--- config.mk ---
export PLATFORM = sky130hd
export DESIGN_NAME = selftest_sequencer_flat
export DESIGN_NICKNAME = d
export VERILOG_FILES = /design/src/rtl/selftest_sequencer_if.sv /design/src/rtl/selftest_sequencer.sv /design/src/flat_wrapper.sv
export SDC_FILE = /design/constraint.sdc
export NUM_CORES = 1
export LEC_CHECK = 0
export ABC_AREA = 1
export BUFFER_PORTS_ARGS = -buffer_cell sky130_fd_sc_hd__buf_4
export CAP_MARGIN = 10
export CORE_ASPECT_RATIO = 0.9
export CORE_MARGIN = 2
export CORE_UTILIZATION = 30
export CTS_CLUSTER_SIZE = 10
export DETAILED_ROUTE_END_ITERATION = 8
export PLACE_DENSITY = 0.56
export SETUP_SLACK_MARGIN = 0.02
export SYNTH_ARGS = -nofsm -noshare
export SYNTH_HDL_FRONTEND = slang
export SYNTH_SLANG_ARGS = --single-unit
--- constraint.sdc ---
create_clock -name clk -period 2.14 [get_ports clk]
set_clock_uncertainty 0.2 [all_clocks]
set_input_delay 0.107 -clock clk [delete_from_list [all_inputs] [get_ports clk]]
set_output_delay 0.107 -clock clk [all_outputs]
set_load 0.1 [all_outputs]
--- src/rtl/selftest_sequencer_if.sv ---
// Core data-memory write port plus expected-result ROM output,
// as seen by the self-test sequencer.
interface selftest_sequencer_if #(
  parameter int ADDR_WIDTH = 32,
  parameter int DATA_WIDTH = 32
);
  logic                  memwrite;
  logic [ADDR_WIDTH-1:0] dataadr;
  logic [DATA_WIDTH-1:0] writedata;
  logic [ADDR_WIDTH-1:0] exp_adr;
  logic [DATA_WIDTH-1:0] exp_data;

  modport master (
    output memwrite, dataadr, writedata,
    output exp_adr, exp_data
  );

  modport slave (
    input memwrite, dataadr, writedata,
    input exp_adr, exp_data
  );
endinterface

--- src/rtl/selftest_sequencer.sv ---
// Runs the core through a bank of test programs, one expected
// store per test, and keeps pass/fail results for the whole pass.
module selftest_sequencer #(
  parameter int NUM_TESTS       = 13,
  parameter int CYCLES_PER_TEST = 100,
  parameter int RESET_CYCLES    = 2,
  parameter int ADDR_WIDTH      = 32,
  parameter int DATA_WIDTH      = 32,
  parameter bit EARLY_EXIT      = 1'b0,
  localparam int IDXW =
    (NUM_TESTS > 1) ? $clog2(NUM_TESTS) : 1
) (
  input  logic                 clk,
  input  logic                 reset,
  input  logic                 start,
  selftest_sequencer_if.slave  bus,
  output logic                 cpu_reset,
  output logic [IDXW-1:0]      test_idx,
  output logic                 busy,
  output logic                 done,
  output logic [IDXW:0]        pass_count,
  output logic [NUM_TESTS-1:0] fail_mask,
  output logic [15:0]          mismatch_count
);
  localparam int CW = (CYCLES_PER_TEST > 2) ?
    $clog2(CYCLES_PER_TEST) : 1;
  localparam int RW = (RESET_CYCLES > 1) ?
    $clog2(RESET_CYCLES) : 1;
  localparam logic [CW-1:0] C_LAST =
    CW'(CYCLES_PER_TEST - 1);
  localparam logic [RW-1:0] R_LAST =
    RW'(RESET_CYCLES - 1);
  localparam logic [IDXW-1:0] I_LAST =
    IDXW'(NUM_TESTS - 1);

  typedef enum logic [2:0] {
    IDLE, RESET_DUT, RUN, SCORE, DONE
  } state_t;

  state_t state_q, state_d;
  logic [RW-1:0] rcnt_q, rcnt_d;
  logic [CW-1:0] ccnt_q, ccnt_d;
  logic hit_q, hit_d;
  logic [IDXW-1:0] idx_q, idx_d;
  logic [IDXW:0] pass_q, pass_d;
  logic [NUM_TESTS-1:0] fail_q, fail_d;
  logic [15:0] mism_q, mism_d;
  logic cpu_reset_q, cpu_reset_d;
  logic busy_q, busy_d;
  logic done_q, done_d;

  logic [ADDR_WIDTH-1:0] adr;
  logic [DATA_WIDTH-1:0] wdat;
  logic wr, match;

  assign adr   = bus.dataadr;
  assign wdat  = bus.writedata;
  assign wr    = bus.memwrite;
  assign match = wr && (adr == bus.exp_adr) &&
                 (wdat == bus.exp_data);

  // State and result registers; async reset aborts a pass.
  always_ff @(posedge clk or posedge reset) begin
    if (reset) begin
      state_q     <= IDLE;
      rcnt_q      <= '0;
      ccnt_q      <= '0;
      hit_q       <= 1'b0;
      idx_q       <= '0;
      pass_q      <= '0;
      fail_q      <= '0;
      mism_q      <= '0;
      cpu_reset_q <= 1'b1;
      busy_q      <= 1'b0;
      done_q      <= 1'b0;
    end else begin
      state_q     <= state_d;
      rcnt_q      <= rcnt_d;
      ccnt_q      <= ccnt_d;
      hit_q       <= hit_d;
      idx_q       <= idx_d;
      pass_q      <= pass_d;
      fail_q      <= fail_d;
      mism_q      <= mism_d;
      cpu_reset_q <= cpu_reset_d;
      busy_q      <= busy_d;
      done_q      <= done_d;
    end
  end

  // Next state; status outputs follow the next state so they
  // are registered alongside it.
  always_comb begin
    state_d = state_q;
    rcnt_d  = rcnt_q;
    ccnt_d  = ccnt_q;
    hit_d   = hit_q;
    idx_d   = idx_q;
    pass_d  = pass_q;
    fail_d  = fail_q;
    mism_d  = mism_q;
    unique case (state_q)
      IDLE, DONE: begin
        if (start) begin
          state_d = RESET_DUT;
          rcnt_d  = '0;
          idx_d   = '0;
          pass_d  = '0;
          fail_d  = '0;
          mism_d  = '0;
        end
      end
      RESET_DUT: begin
        if (rcnt_q == R_LAST) begin
          state_d = RUN;
          ccnt_d  = '0;
          hit_d   = 1'b0;
        end else begin
          rcnt_d = rcnt_q + RW'(1);
        end
      end
      RUN: begin
        ccnt_d = ccnt_q + CW'(1);
        if (match) begin
          hit_d = 1'b1;
        end else if (wr && mism_q != 16'hFFFF) begin
          mism_d = mism_q + 16'd1;
        end
        if (ccnt_q == C_LAST || (EARLY_EXIT && match)) begin
          state_d = SCORE;
        end
      end
      SCORE: begin
        if (hit_q) begin
          pass_d = pass_q + (IDXW+1)'(1);
        end else begin
          fail_d[idx_q] = 1'b1;
        end
        if (idx_q == I_LAST) begin
          state_d = DONE;
        end else begin
          idx_d   = idx_q + IDXW'(1);
          rcnt_d  = '0;
          state_d = RESET_DUT;
        end
      end
      default: state_d = IDLE;
    endcase
    cpu_reset_d = (state_d != RUN);
    busy_d = (state_d == RESET_DUT) ||
             (state_d == RUN) || (state_d == SCORE);
    done_d = (state_d == DONE);
  end

  assign cpu_reset      = cpu_reset_q;
  assign test_idx       = idx_q;
  assign busy           = busy_q;
  assign done           = done_q;
  assign pass_count     = pass_q;
  assign fail_mask      = fail_q;
  assign mismatch_count = mism_q;
endmodule

--- src/flat_wrapper.sv ---
// flat-port wrapper written by rule: the top's interface ports become plain ports
module selftest_sequencer_flat 
#(
  parameter int NUM_TESTS       = 13,
  parameter int CYCLES_PER_TEST = 100,
  parameter int RESET_CYCLES    = 2,
  parameter int ADDR_WIDTH      = 32,
  parameter int DATA_WIDTH      = 32,
  parameter bit EARLY_EXIT      = 1'b0,
  localparam int IDXW =
    (NUM_TESTS > 1) ? $clog2(NUM_TESTS) : 1
)
  (clk, reset, start, cpu_reset, test_idx, busy, done, pass_count, fail_mask, mismatch_count, bus_memwrite, bus_dataadr, bus_writedata, bus_exp_adr, bus_exp_data);
  selftest_sequencer_if #(.ADDR_WIDTH(ADDR_WIDTH), .DATA_WIDTH(DATA_WIDTH)) bus_i ();
  input  logic clk;
  input  logic reset;
  input  logic start;
  output logic cpu_reset;
  output logic [IDXW-1:0] test_idx;
  output logic busy;
  output logic done;
  output logic [IDXW:0] pass_count;
  output logic [NUM_TESTS-1:0] fail_mask;
  output logic [15:0] mismatch_count;
  input wire logic [$bits(bus_i.memwrite)-1:0] bus_memwrite;
  input wire logic [$bits(bus_i.dataadr)-1:0] bus_dataadr;
  input wire logic [$bits(bus_i.writedata)-1:0] bus_writedata;
  input wire logic [$bits(bus_i.exp_adr)-1:0] bus_exp_adr;
  input wire logic [$bits(bus_i.exp_data)-1:0] bus_exp_data;
  assign bus_i.memwrite = bus_memwrite;
  assign bus_i.dataadr = bus_dataadr;
  assign bus_i.writedata = bus_writedata;
  assign bus_i.exp_adr = bus_exp_adr;
  assign bus_i.exp_data = bus_exp_data;
  selftest_sequencer #(.NUM_TESTS(NUM_TESTS), .CYCLES_PER_TEST(CYCLES_PER_TEST), .RESET_CYCLES(RESET_CYCLES), .ADDR_WIDTH(ADDR_WIDTH), .DATA_WIDTH(DATA_WIDTH), .EARLY_EXIT(EARLY_EXIT)) u_core (.clk(clk), .reset(reset), .start(start), .bus(bus_i), .cpu_reset(cpu_reset), .test_idx(test_idx), .busy(busy), .done(done), .pass_count(pass_count), .fail_mask(fail_mask), .mismatch_count(mismatch_count));
endmodule
==> results of run 1 <==
==> registers in the layout, summed over array words and instances (netlist names), 3 cells and up <==
signal                 flops
u_core.mismatch_count     16
u_core.state_q             3
u_core.test_idx            4
u_core.ccnt_q              7
u_core.fail_mask          13
u_core.pass_count          5
==> logic make-up (layout without fill, tap and decap cells) <==
family / count (synthesis) / count (layout) / synth area share
fa+ha+maj: 7 / 7 / 0.0228
xor+xnor: 18 / 18 / 0.0411
buf+inv: 122 / 305 / 0.124
compound gates: 65 / 65 / 0.0933
mux: 2 / 2 / 0.00522
simple gates: 336 / 336 / 0.368
flops: 53 / 53 / 0.346
==> metrics by stage <==
| stage | area, sq um | setup TNS (ns) | power, mW | instances |
|---|---|---|---|---|
| 2_1_floorplan | 3880 | -2.93 | 2.78 | 603 |
| 3_3_place_gp | 5390 | 0 | 3.36 | 939 |
| 3_5_place_dp | 5390 | 0 | 3.38 | 939 |
| 4_1_cts | 5560 | 0 | 4.21 | 949 |
| 5_1_grt | 5570 | 0 | 4.46 | 950 |
| 6_report | 5570 | 0 | 4.19 | 950 |
==> power groups by stage <==
stage	combinational [mW]	clock, mW	sequential, mW
4_1_cts	2.08	0.846	1.28
3_5_place_dp	2.08	0	1.30
2_1_floorplan	0.783	0	2.00
5_1_grt	2.27	0.898	1.30
6_report	2.09	0.823	1.28
3_3_place_gp	2.06	0	1.30
==> cells in the final DEF, fill, tap and decap left out, types with 2 or more instances in the layout <==
cell and instances:
xor2_1 4, o21ai_0 29, dfrtp_1 41, o22ai_1 8
ha_1 5, dlygate4sd3_1 2, nand2_4 3, inv_2 3
nor3b_1 2, xnor2_1 14, nor2_4 3, nor2_1 82
dfrtp_2 11, inv_1 111, buf_4 181, mux2i_1 2
clkbuf_16 5, nand2_1 184, nand4_1 4, nand3_1 46
nor3_1 5, a31oi_1 2, nand2_2 3, a21oi_1 20
==> final cells by class <==
type                    count  area, sq um
multi-input cells         428         2060
repair buffers            183         1380
clock buffers               5          125
fillers                  1347         7020
well taps                 164          205
clock inverters             3         25.0
inverters                 114          428
flip-flops and latches     53         1340
==> path summary, 6_finish.rpt <==
| check | end | slack, ns | depth (start not counted) |
|---|---|---|---|
| min in group asynchronous | u_core.pass_count[1] | 0.23 | 3 |
| worst min register to register | u_core.fail_mask[12] | 0.29 | 1 |
| worst min-delay path | u_core.mismatch_count[2] | 0.19 | 6 |
| max in group asynchronous | u_core.cpu_reset | 0.89 | 4 |
| worst max-delay path | u_core.mismatch_count[0] | 0.15 | 12 |
| worst max register to register | u_core.mismatch_count[0] | 0.15 | 12 |
==> layer usage <==
layer | track usage | up-vias | share of wire
met2 | 0.276 | 84 | 0.48
met4 | 0.0379 | 0 | 0.019
met1 | 0.221 | 1834 | 0.46
met3 | 0.0242 | 16 | 0.037
li1 | - | 2209 | -
met5 | 0 | - | 0
==> critical path: cells and delay by family (launching register included) <==
kind | cells | cell delay [ns]
AND/OR/NAND/NOR | 10 | 1.00
flip-flops | 1 | 0.41
adder cells (fa/ha/maj) | 1 | 0.16
AO/OA/AOI/OAI | 1 | 0.10
==> repair_timing <==
action	4_1_cts	5_1_grt
endpoints found under the setup margin	0	4
hold endpoints to repair	25	0
buffers inserted	0	1
hold buffers	2	0
==> impl_metrics.env, run 1 <==
export IMPL_status="finished clean"
export IMPL_place_congestion=0.825
export IMPL_num_antenna_cells=0
export IMPL_via_per_inst=4.36
export IMPL_root_buffer="clkbuf_16"
export IMPL_fin_crit_ns=1.99
export IMPL_grt_pass1_wl_microns=18300
export IMPL_drive_gt1_frac=0.276
export IMPL_ir_drop_v=0.000461
export IMPL_rows=39
export IMPL_crit_path_cell_trace="ha_4 > nand2_4 > nor2_4 > nand2_2 > nor2_4 > nand2_2 > nor2_4 > a31oi_4 > nand2_4 > nand2_4 > nand2_1 > nand2_1"
export IMPL_wire_per_inst_microns=11.7
export IMPL_clk_latency_ns=0.29
export IMPL_drt_antenna_violating_nets=0
export IMPL_cts_tree="built"
export IMPL_synth_top_area_cell="dfrtp_1"
export IMPL_async_reset_ff_frac=1.00
export IMPL_worstPathArrival_ns=1.97
export IMPL_p_sw_mw=1.99
export IMPL_gr_total_overflow=0
export IMPL_rsz0062_at_grt="true"
export IMPL_drv_slew=0
export IMPL_cts_buffer_depth=2
export IMPL_leakage_nw=3.09
export IMPL_port_buffers=172
export IMPL_yosysWarnings=0
export IMPL_hp_class="in2reg"
export IMPL_dr_pass1_iters=4
export IMPL_max_stage_delay_ns=0.41
export IMPL_antenna_found_initial=0
export IMPL_synth_ff_type="dfrtp_1"
export IMPL_critPathKind="reg2reg"
export IMPL_cap_violations=0
export IMPL_synth_most_common_cell="nand2_1"
export IMPL_synth_fp_nets=742
export IMPL_seqPwrFrac=0.305
export IMPL_nets=924
export IMPL_cp_required_ns=2.12
export IMPL_vias=4143
export IMPL_synth_cells=603
export IMPL_cp_max_fo=16
export IMPL_yosys_area_top_type_share=0.339
export IMPL_whs_ns=0.190
export IMPL_cp_slowest_cell="dfrtp_2"
export IMPL_crit_path_start_kind="register"
export IMPL_syn_cell_area_sq_um=3840
export IMPL_timing_rr_start="u_core.mismatch_count[1]"
export IMPL_die_w_microns=123
export IMPL_hold_violations=0
export IMPL_cp_startpoint="u_core.mismatch_count[1]"
export IMPL_die_area_sq_um=13700
export IMPL_grt_total_usage=0.164
export IMPL_grt_max_degree=27
export IMPL_fin_crit_sh=0.928
export IMPL_hold_start="bus_memwrite"
export IMPL_synth_cell_type_count=32
export IMPL_netSwitchingFraction=0.475
export IMPL_cts_inserted_buffers=5
export IMPL_synthTopCellsByCount="nand2_1, inv_1, nor2_1"
export IMPL_synth_seq_cells=53
export IMPL_clockPowerShare=0.196
export IMPL_yosysSeqAreaShare=0.346
export IMPL_post_cts_resized=0
export IMPL_dp_slack_ns=0.164
export IMPL_setup_viol=0
export IMPL_max_freq_mhz=504
export IMPL_yosys_top_cells_area="dfrtp_1, nand2_1, inv_1, nor2_1, nand3_1"
export IMPL_syn_to_final_growth_pct=45.1
export IMPL_combPwrFrac=0.499
export IMPL_layout_setup_ws_ns=0.154
export IMPL_worst_slew_pin_slew_ns=0.558
export IMPL_avgSynthCellArea_sq_um=6.36
export IMPL_fp_dieH_microns=111
export IMPL_worstSetupEndpointType="register"
export IMPL_start_util=0.305
export IMPL_final_core_util=0.442
export IMPL_synth_edf_count=0
export IMPL_slew_headroom=0.628
export IMPL_drc=0
export IMPL_power_density_nw_per_um2=753
export IMPL_cts_num_sinks=53
export IMPL_grt_pass1_vias=4019
export IMPL_io_pins=173
export IMPL_core_sq_um=12600
export IMPL_internal_power_mw=2.20
export IMPL_routed_wl_microns=11100
export IMPL_hpwl_microns=9310
export IMPL_dr_first_iter_drc_count=220
export IMPL_path_clk_slew_ns=0.07
export IMPL_htree_levels=2
Note: power is estimated with default switching activity, not from simulation.
==> inputs of run 2 (changes only) <==
ABC_AREA = unset   (was 1)
PLACE_DENSITY = 0.58   (was 0.56)
==> run 2 against run 1 <==
The run now ends with setup timing left. Die area shrank 14%. Critical path depth shrank 3. Sequential power is essentially flat. Wire length shrank 6.9%. Register-to-register slack lost 0.27 ns. Maximum frequency shrank 12%. Non-clock buffer count grew 36. Area after synthesis shrank 14%. Synthesized cell count shrank 39%. Sequential share of layout area grew 0.91 points. Combinational power shrank 4%. Largest power group unchanged.
==> impl_metrics.env, run 2 <==
export IMPL_path_clk_slew_ns=0.07
export IMPL_critPathKind="reg2reg"
export IMPL_rows=36
export IMPL_placed_cells=703
export IMPL_max_freq_mhz=443
export IMPL_synth_cells=367
export IMPL_synthTopCellsByCount="dfrtp_1, xor2_1, nand2_1, nor2_1, inv_1"
export IMPL_stdcell_count=719
export IMPL_vias=3425
export IMPL_drc=0
export IMPL_fp_dieH_microns=103
export IMPL_place_congestion=0.838
export IMPL_hpwl_microns=8600
export IMPL_die_area_sq_um=11800
export IMPL_gr_total_overflow=0
export IMPL_setup_viol=14
export IMPL_cp_max_fo=6
export IMPL_slew_headroom=0.643
export IMPL_start_util=0.306
export IMPL_cap_violations=0
export IMPL_port_buffers=172
export IMPL_yosys_top_cells_area="dfrtp_1, xor2_1, nand2_1, nor2_1, ha_1"
export IMPL_cp_required_ns=2.11
export IMPL_synth_edf_count=0
export IMPL_grt_pass1_vias=3478
export IMPL_num_antenna_cells=0
export IMPL_tns_ns=-0.955
export IMPL_root_buffer="clkbuf_16"
export IMPL_grt_total_usage=0.176
export IMPL_power_density_nw_per_um2=764
export IMPL_dr_first_iter_drc_count=254
export IMPL_syn_to_final_growth_pct=63.1
export IMPL_clk_latency_ns=0.28
export IMPL_io_pins=173
export IMPL_yosys_area_top_type_share=0.395
export IMPL_dp_slack_ns=-0.215
export IMPL_wire_per_inst_microns=14.4
export IMPL_drv_slew=0
export IMPL_n_fill_cell=1016
export IMPL_synth_fp_nets=506
export IMPL_hold_violations=0
export IMPL_layout_common_cells="buf_4, xor2_1, dfrtp_1, nor2_1, nand2_1"
export IMPL_drive_gt1_frac=0.459
export IMPL_drt_antenna_violating_nets=0
export IMPL_grt_pass1_wl_microns=16400
export IMPL_cts_num_sinks=53
export IMPL_cts_tree="built"
export IMPL_antenna_found_initial=0
export IMPL_worstPathArrival_ns=2.23
export IMPL_htree_levels=2
export IMPL_synth_most_common_cell="dfrtp_1"
export IMPL_synth_ff_type="dfrtp_1"
export IMPL_avgSynthCellArea_sq_um=8.98
export IMPL_synth_top_area_cell="dfrtp_1"
export IMPL_violations="setup timing"
export IMPL_async_reset_ff_frac=1.00
export IMPL_nets=724
export IMPL_rsz0062_at_grt="true"
export IMPL_worst_slew_pin_slew_ns=0.534
export IMPL_cts_inserted_buffers=5
export IMPL_syn_cell_area_sq_um=3300
export IMPL_yosysWarnings=0
export IMPL_layout_setup_ws_ns=-0.117
export IMPL_status="finished, violations left"
export IMPL_register_area_sq_um=1350
export IMPL_synth_cell_type_count=47
export IMPL_grt_max_degree=32
export IMPL_leakage_nw=2.73
export IMPL_largest_register_ffs=16
export IMPL_finalPower_mw=4.11
export IMPL_die_w_microns=115
export IMPL_multi_input_area_sq_um=1960
export IMPL_yosysSeqAreaShare=0.403
export IMPL_worstSetupEndpointType="register"
export IMPL_routed_wl_microns=10400
export IMPL_ir_drop_v=0.000415
export IMPL_hp_class="in2reg"
export IMPL_via_per_inst=4.76
export IMPL_crit_path_start_kind="register"
export IMPL_fin_crit_ns=2.26
export IMPL_synth_seq_cells=53
export IMPL_fin_crit_sh=1.05
export IMPL_core_sq_um=10800
export IMPL_cts_buffer_depth=2
export IMPL_dr_pass1_iters=4
export IMPL_whs_ns=0.124
export IMPL_final_common_cell="buf_4"
==> run 2: cell types whose count changed after synthesis, sizes merged, moves of 5 or more <==
cell   previous run  this run
nand2           190        34
inv             114        21
nor2             85        35
xor2              4        50
nand3            46        16
nor4              0        14
and3              1        12
o21ai            30        20
nand4             4        12
nor2b             0         8
a221o             0         6
a21oi            20        15
xnor2            14         9
==> run 2: area by class of cell <==
class                      count  share of cell area
timing repair buffer         219               0.311
clock inverter                 2             0.00256
multi-input combinational    285               0.365
clock buffer                   6              0.0258
sequential                    53               0.250
tap                          133              0.0309
inverter                      21              0.0147
==> run 2: where the power goes <==
part / internal (mW) / switching, mW / leakage [nW]
Clock: 0.466 / 0.358 / 0.0768
Combinational: 0.674 / 1.33 / 1.95
Sequential: 1.15 / 0.127 / 0.698
Total: 2.29 / 1.82 / 2.73
==> run 2: cells by family (layout without fill, tap and decap cells) <==
group	count (synthesis)	count (layout)	share of synthesized area
xor+xnor	59	59	0.157
buf+inv	30	248	0.0368
flops	53	53	0.403
fa+ha+maj	7	7	0.0266
compound gates	57	57	0.112
mux	6	6	0.0190
simple gates	155	156	0.246
==> run 2: final timing paths <==
kind / start / end / slack (ns) / cells after the start
setup reg to reg: u_core.mismatch_count[1] / u_core.mismatch_count[6] / -0.12 / 9
min in group asynchronous: reset / u_core.fail_mask[3] / 0.22 / 3
hold / removal: bus_dataadr[11] / u_core.hit_q / 0.12 / 6
setup / recovery: u_core.mismatch_count[1] / u_core.mismatch_count[6] / -0.12 / 9
hold reg to reg: u_core.fail_mask[9] / u_core.fail_mask[9] / 0.30 / 2
max in group asynchronous: reset / u_core.cpu_reset / 0.90 / 4
==> run 2: metrics by stage <==
step           utilization  cell area [sq um]
3_3_place_gp         0.472               5090
3_5_place_dp         0.472               5090
2_1_floorplan            -               3360
6_report             0.500               5380
4_1_cts              0.497               5350
5_1_grt              0.500               5380
==> run 2: worst max-delay path, cell delays in order, from the launching register on <==
cell and delay (ns):
dfrtp_2 0.40, ha_4 0.16, nand3_4 0.07, nor3_4 0.16
nand4_1 0.17, o211ai_1 0.28, a21oi_2 0.11, buf_6 0.16
and3_4 0.17, a221o_1 0.26
==> run 2: metal layers <==
layer | routed length [microns] | track usage | share of wire
met5 | 0 | 0 | 0
met1 | 4170 | 0.197 | 0.40
met4 | 170 | 0.0572 | 0.016
met3 | 648 | 0.0396 | 0.063
met2 | 5360 | 0.334 | 0.52
==> run 2: what timing repair did <==
item / in CTS / in global routing
endpoints found under the hold margin: 24 / 0
gates resized for setup: 12 / 6
cloned: 1 / 0
endpoints found under the setup margin: 15 / 22
hold buffers: 2 / 0
pin swaps: 7 / 3
buffers inserted: 4 / 1
==> inputs of run 3 (changes only) <==
PLACE_DENSITY = 0.65   (was 0.58)
==> run 3 against run 2 <==
The flow still finishes with violations (setup timing). Non-clock buffer count rose by 9. First-iteration DRC count decreased by 41%. Critical path depth up 1. Sequential cell count is the same. Sequential power hardly changed. Maximum frequency is 0.34% lower. Sequential share of layout area decreased by 0.55 points. Register-to-register slack about the same. Critical endpoint unchanged.
==> impl_metrics.env, run 3 (same netlist as run 2, synthesis figures left out) <==
export IMPL_port_buffers=172
export IMPL_combPwrFrac=0.497
export IMPL_grt_max_degree=29
export IMPL_netSwitchingFraction=0.444
export IMPL_cts_tree="built"
export IMPL_drive_gt1_frac=0.474
export IMPL_crit_path_start_kind="register"
export IMPL_rows=36
export IMPL_grt_pass1_vias=3504
export IMPL_leakage_nw=2.81
export IMPL_status="finished, violations left"
export IMPL_routed_wl_microns=10100
export IMPL_core_sq_um=10800
export IMPL_clk_latency_ns=0.29
export IMPL_max_freq_mhz=442
export IMPL_setup_viol=15
export IMPL_vias=3503
export IMPL_internal_power_mw=2.30
export IMPL_cp_startpoint="u_core.mismatch_count[1]"
export IMPL_hold_violations=0
export IMPL_via_per_inst=4.81
export IMPL_whs_ns=0.234
export IMPL_htree_levels=2
export IMPL_hpwl_microns=8080
export IMPL_r2r_cells=10
export IMPL_cp_required_ns=2.11
export IMPL_stdcell_count=728
export IMPL_worstPathArrival_ns=2.23
export IMPL_critPathTopFamily="compound AO/OA/AOI/OAI gates"
export IMPL_wire_per_inst_microns=13.8
export IMPL_largest_register_ffs=16
export IMPL_path_clk_slew_ns=0.07
export IMPL_final_common_cell="buf_4"
export IMPL_nets=733
export IMPL_cts_buffer_depth=2
export IMPL_reg2reg_to="u_core.mismatch_count[6]"
export IMPL_fin_crit_ns=2.26
export IMPL_timing_rr_start="u_core.mismatch_count[1]"
export IMPL_max_stage_delay_ns=0.39
export IMPL_layout_common_cells="buf_4, xor2_1, dfrtp_1, nor2_1, nand2_1"
export IMPL_p_sw_mw=1.84
export IMPL_critical_path_buf_inv_count=2
export IMPL_cap_violations=0
export IMPL_fin_crit_sh=1.06
export IMPL_num_antenna_cells=0
export IMPL_gr_total_overflow=0
export IMPL_cp_endpoint="u_core.mismatch_count[6]"
export IMPL_r2r_slack_ns=-0.12
export IMPL_drc=0
export IMPL_critPathKind="reg2reg"
export IMPL_placed_cells=702
export IMPL_dp_slack_ns=-0.450
export IMPL_n_fill_cell=1004
export IMPL_multi_input_area_sq_um=2000
export IMPL_antenna_found_initial=0
export IMPL_clockPowerShare=0.194
export IMPL_cts_inserted_buffers=5
export IMPL_dr_first_iter_drc_count=149
export IMPL_fp_dieH_microns=103
export IMPL_place_congestion=0.825
export IMPL_worstSetupEndpointType="register"
export IMPL_ir_drop_v=0.000432
export IMPL_worst_slew_pin_slew_ns=0.578
export IMPL_drv_slew=0
export IMPL_cts_num_sinks=53
export IMPL_die_w_microns=115
export IMPL_cp_depth=10
export IMPL_rsz0062_at_grt="true"
export IMPL_root_buffer="clkbuf_16"
export IMPL_syn_to_final_growth_pct=66.8
export IMPL_cp_slowest_cell="dfrtp_2"
export IMPL_crit_path_cell_trace="ha_4 > nand3_4 > nor3_4 > nand4_1 > o211ai_1 > buf_4 > a21oi_4 > buf_12 > and3_4 > a221o_1"
export IMPL_start_util=0.306
export IMPL_hp_class="in2async"
export IMPL_layout_setup_ws_ns=-0.125
export IMPL_slew_headroom=0.614
export IMPL_register_area_sq_um=1350
export IMPL_drt_antenna_violating_nets=0
export IMPL_grt_pass1_wl_microns=16400
export IMPL_io_pins=173
export IMPL_seqPwrFrac=0.309
export IMPL_finalPower_mw=4.15
export IMPL_grt_total_usage=0.173
export IMPL_cp_max_fo=8
export IMPL_dr_pass1_iters=5
export IMPL_power_density_nw_per_um2=754
export IMPL_violations="setup timing"
export IMPL_die_area_sq_um=11800
## run 3: cell types whose count changed in the layout (fill, tap and decap cells not counted), moves of 2 or more
cell	change
nor2_4	-2
buf_4	+7
buf_12	+2
a21oi_4	+2
## run 3: routing by layer
metal	wire [microns]	vias up	share of wire	global-route usage
met5	0	-	0	0
met3	571	15	0.057	0.0344
met2	5150	135	0.51	0.321
met4	142	0	0.014	0.0413
li1	-	1739	-	-
met1	4210	1614	0.42	0.206
## run 3: timing repair
item / 4_1_cts / 5_1_grt
resized for setup: 15 / 8
gates cloned: 1 / 0
endpoints found under the hold margin: 26 / 0
hold buffers: 2 / 0
pin swaps: 8 / 3
setup endpoints to repair: 16 / 25
setup buffers: 11 / 4
## run 3: worst reg2reg max path, cell delays in order, from the launching register on
cell	delay, ns
dfrtp_2	0.39
ha_4	0.16
nand3_4	0.07
nor3_4	0.13
nand4_1	0.14
o211ai_1	0.22
buf_4	0.18
a21oi_4	0.06
buf_12	0.16
and3_4	0.17
a221o_1	0.25
## run 3: worst min path at each step
stage	to	slack [ns]	cells after the start
after detailed placement	u_core.fail_mask[3]	0.01	2
after global placement	u_core.fail_mask[1]	0.004	2
final	u_core.fail_mask[4]	0.23	3
after CTS	u_core.hit_q	0.15	6
after global routing	u_core.fail_mask[1]	0.29	3
after floorplan	u_core.done	0.1	2
## run 3: cell type report
type                       instances  area share
multi-input combinational        285       0.363
timing repair buffer             228       0.321
inverter                          21      0.0143
sequential                        53       0.245
clock inverter                     3     0.00387
clock buffer                       5      0.0228
tap                              133      0.0303
## run 3: through the flow
stage | setup TNS (ns) | util | cell area, sq um
after detailed placement | -5.56 | 0.472 | 5080
after global placement | -4.89 | 0.472 | 5080
after CTS | -0.250 | 0.505 | 5440
final | -1.13 | 0.511 | 5500
after global routing | -2.49 | 0.511 | 5500
after floorplan | -5.26 | - | 3360
## run 3: power groups by stage
stage | logic (mW) | registers (mW) | clock network (mW)
after floorplan | 0.646 | 1.94 | 0
after global placement | 1.94 | 1.29 | 0
after detailed placement | 1.97 | 1.29 | 0
after CTS | 2.05 | 1.28 | 0.822
after global routing | 2.22 | 1.30 | 0.872
final | 2.06 | 1.28 | 0.804
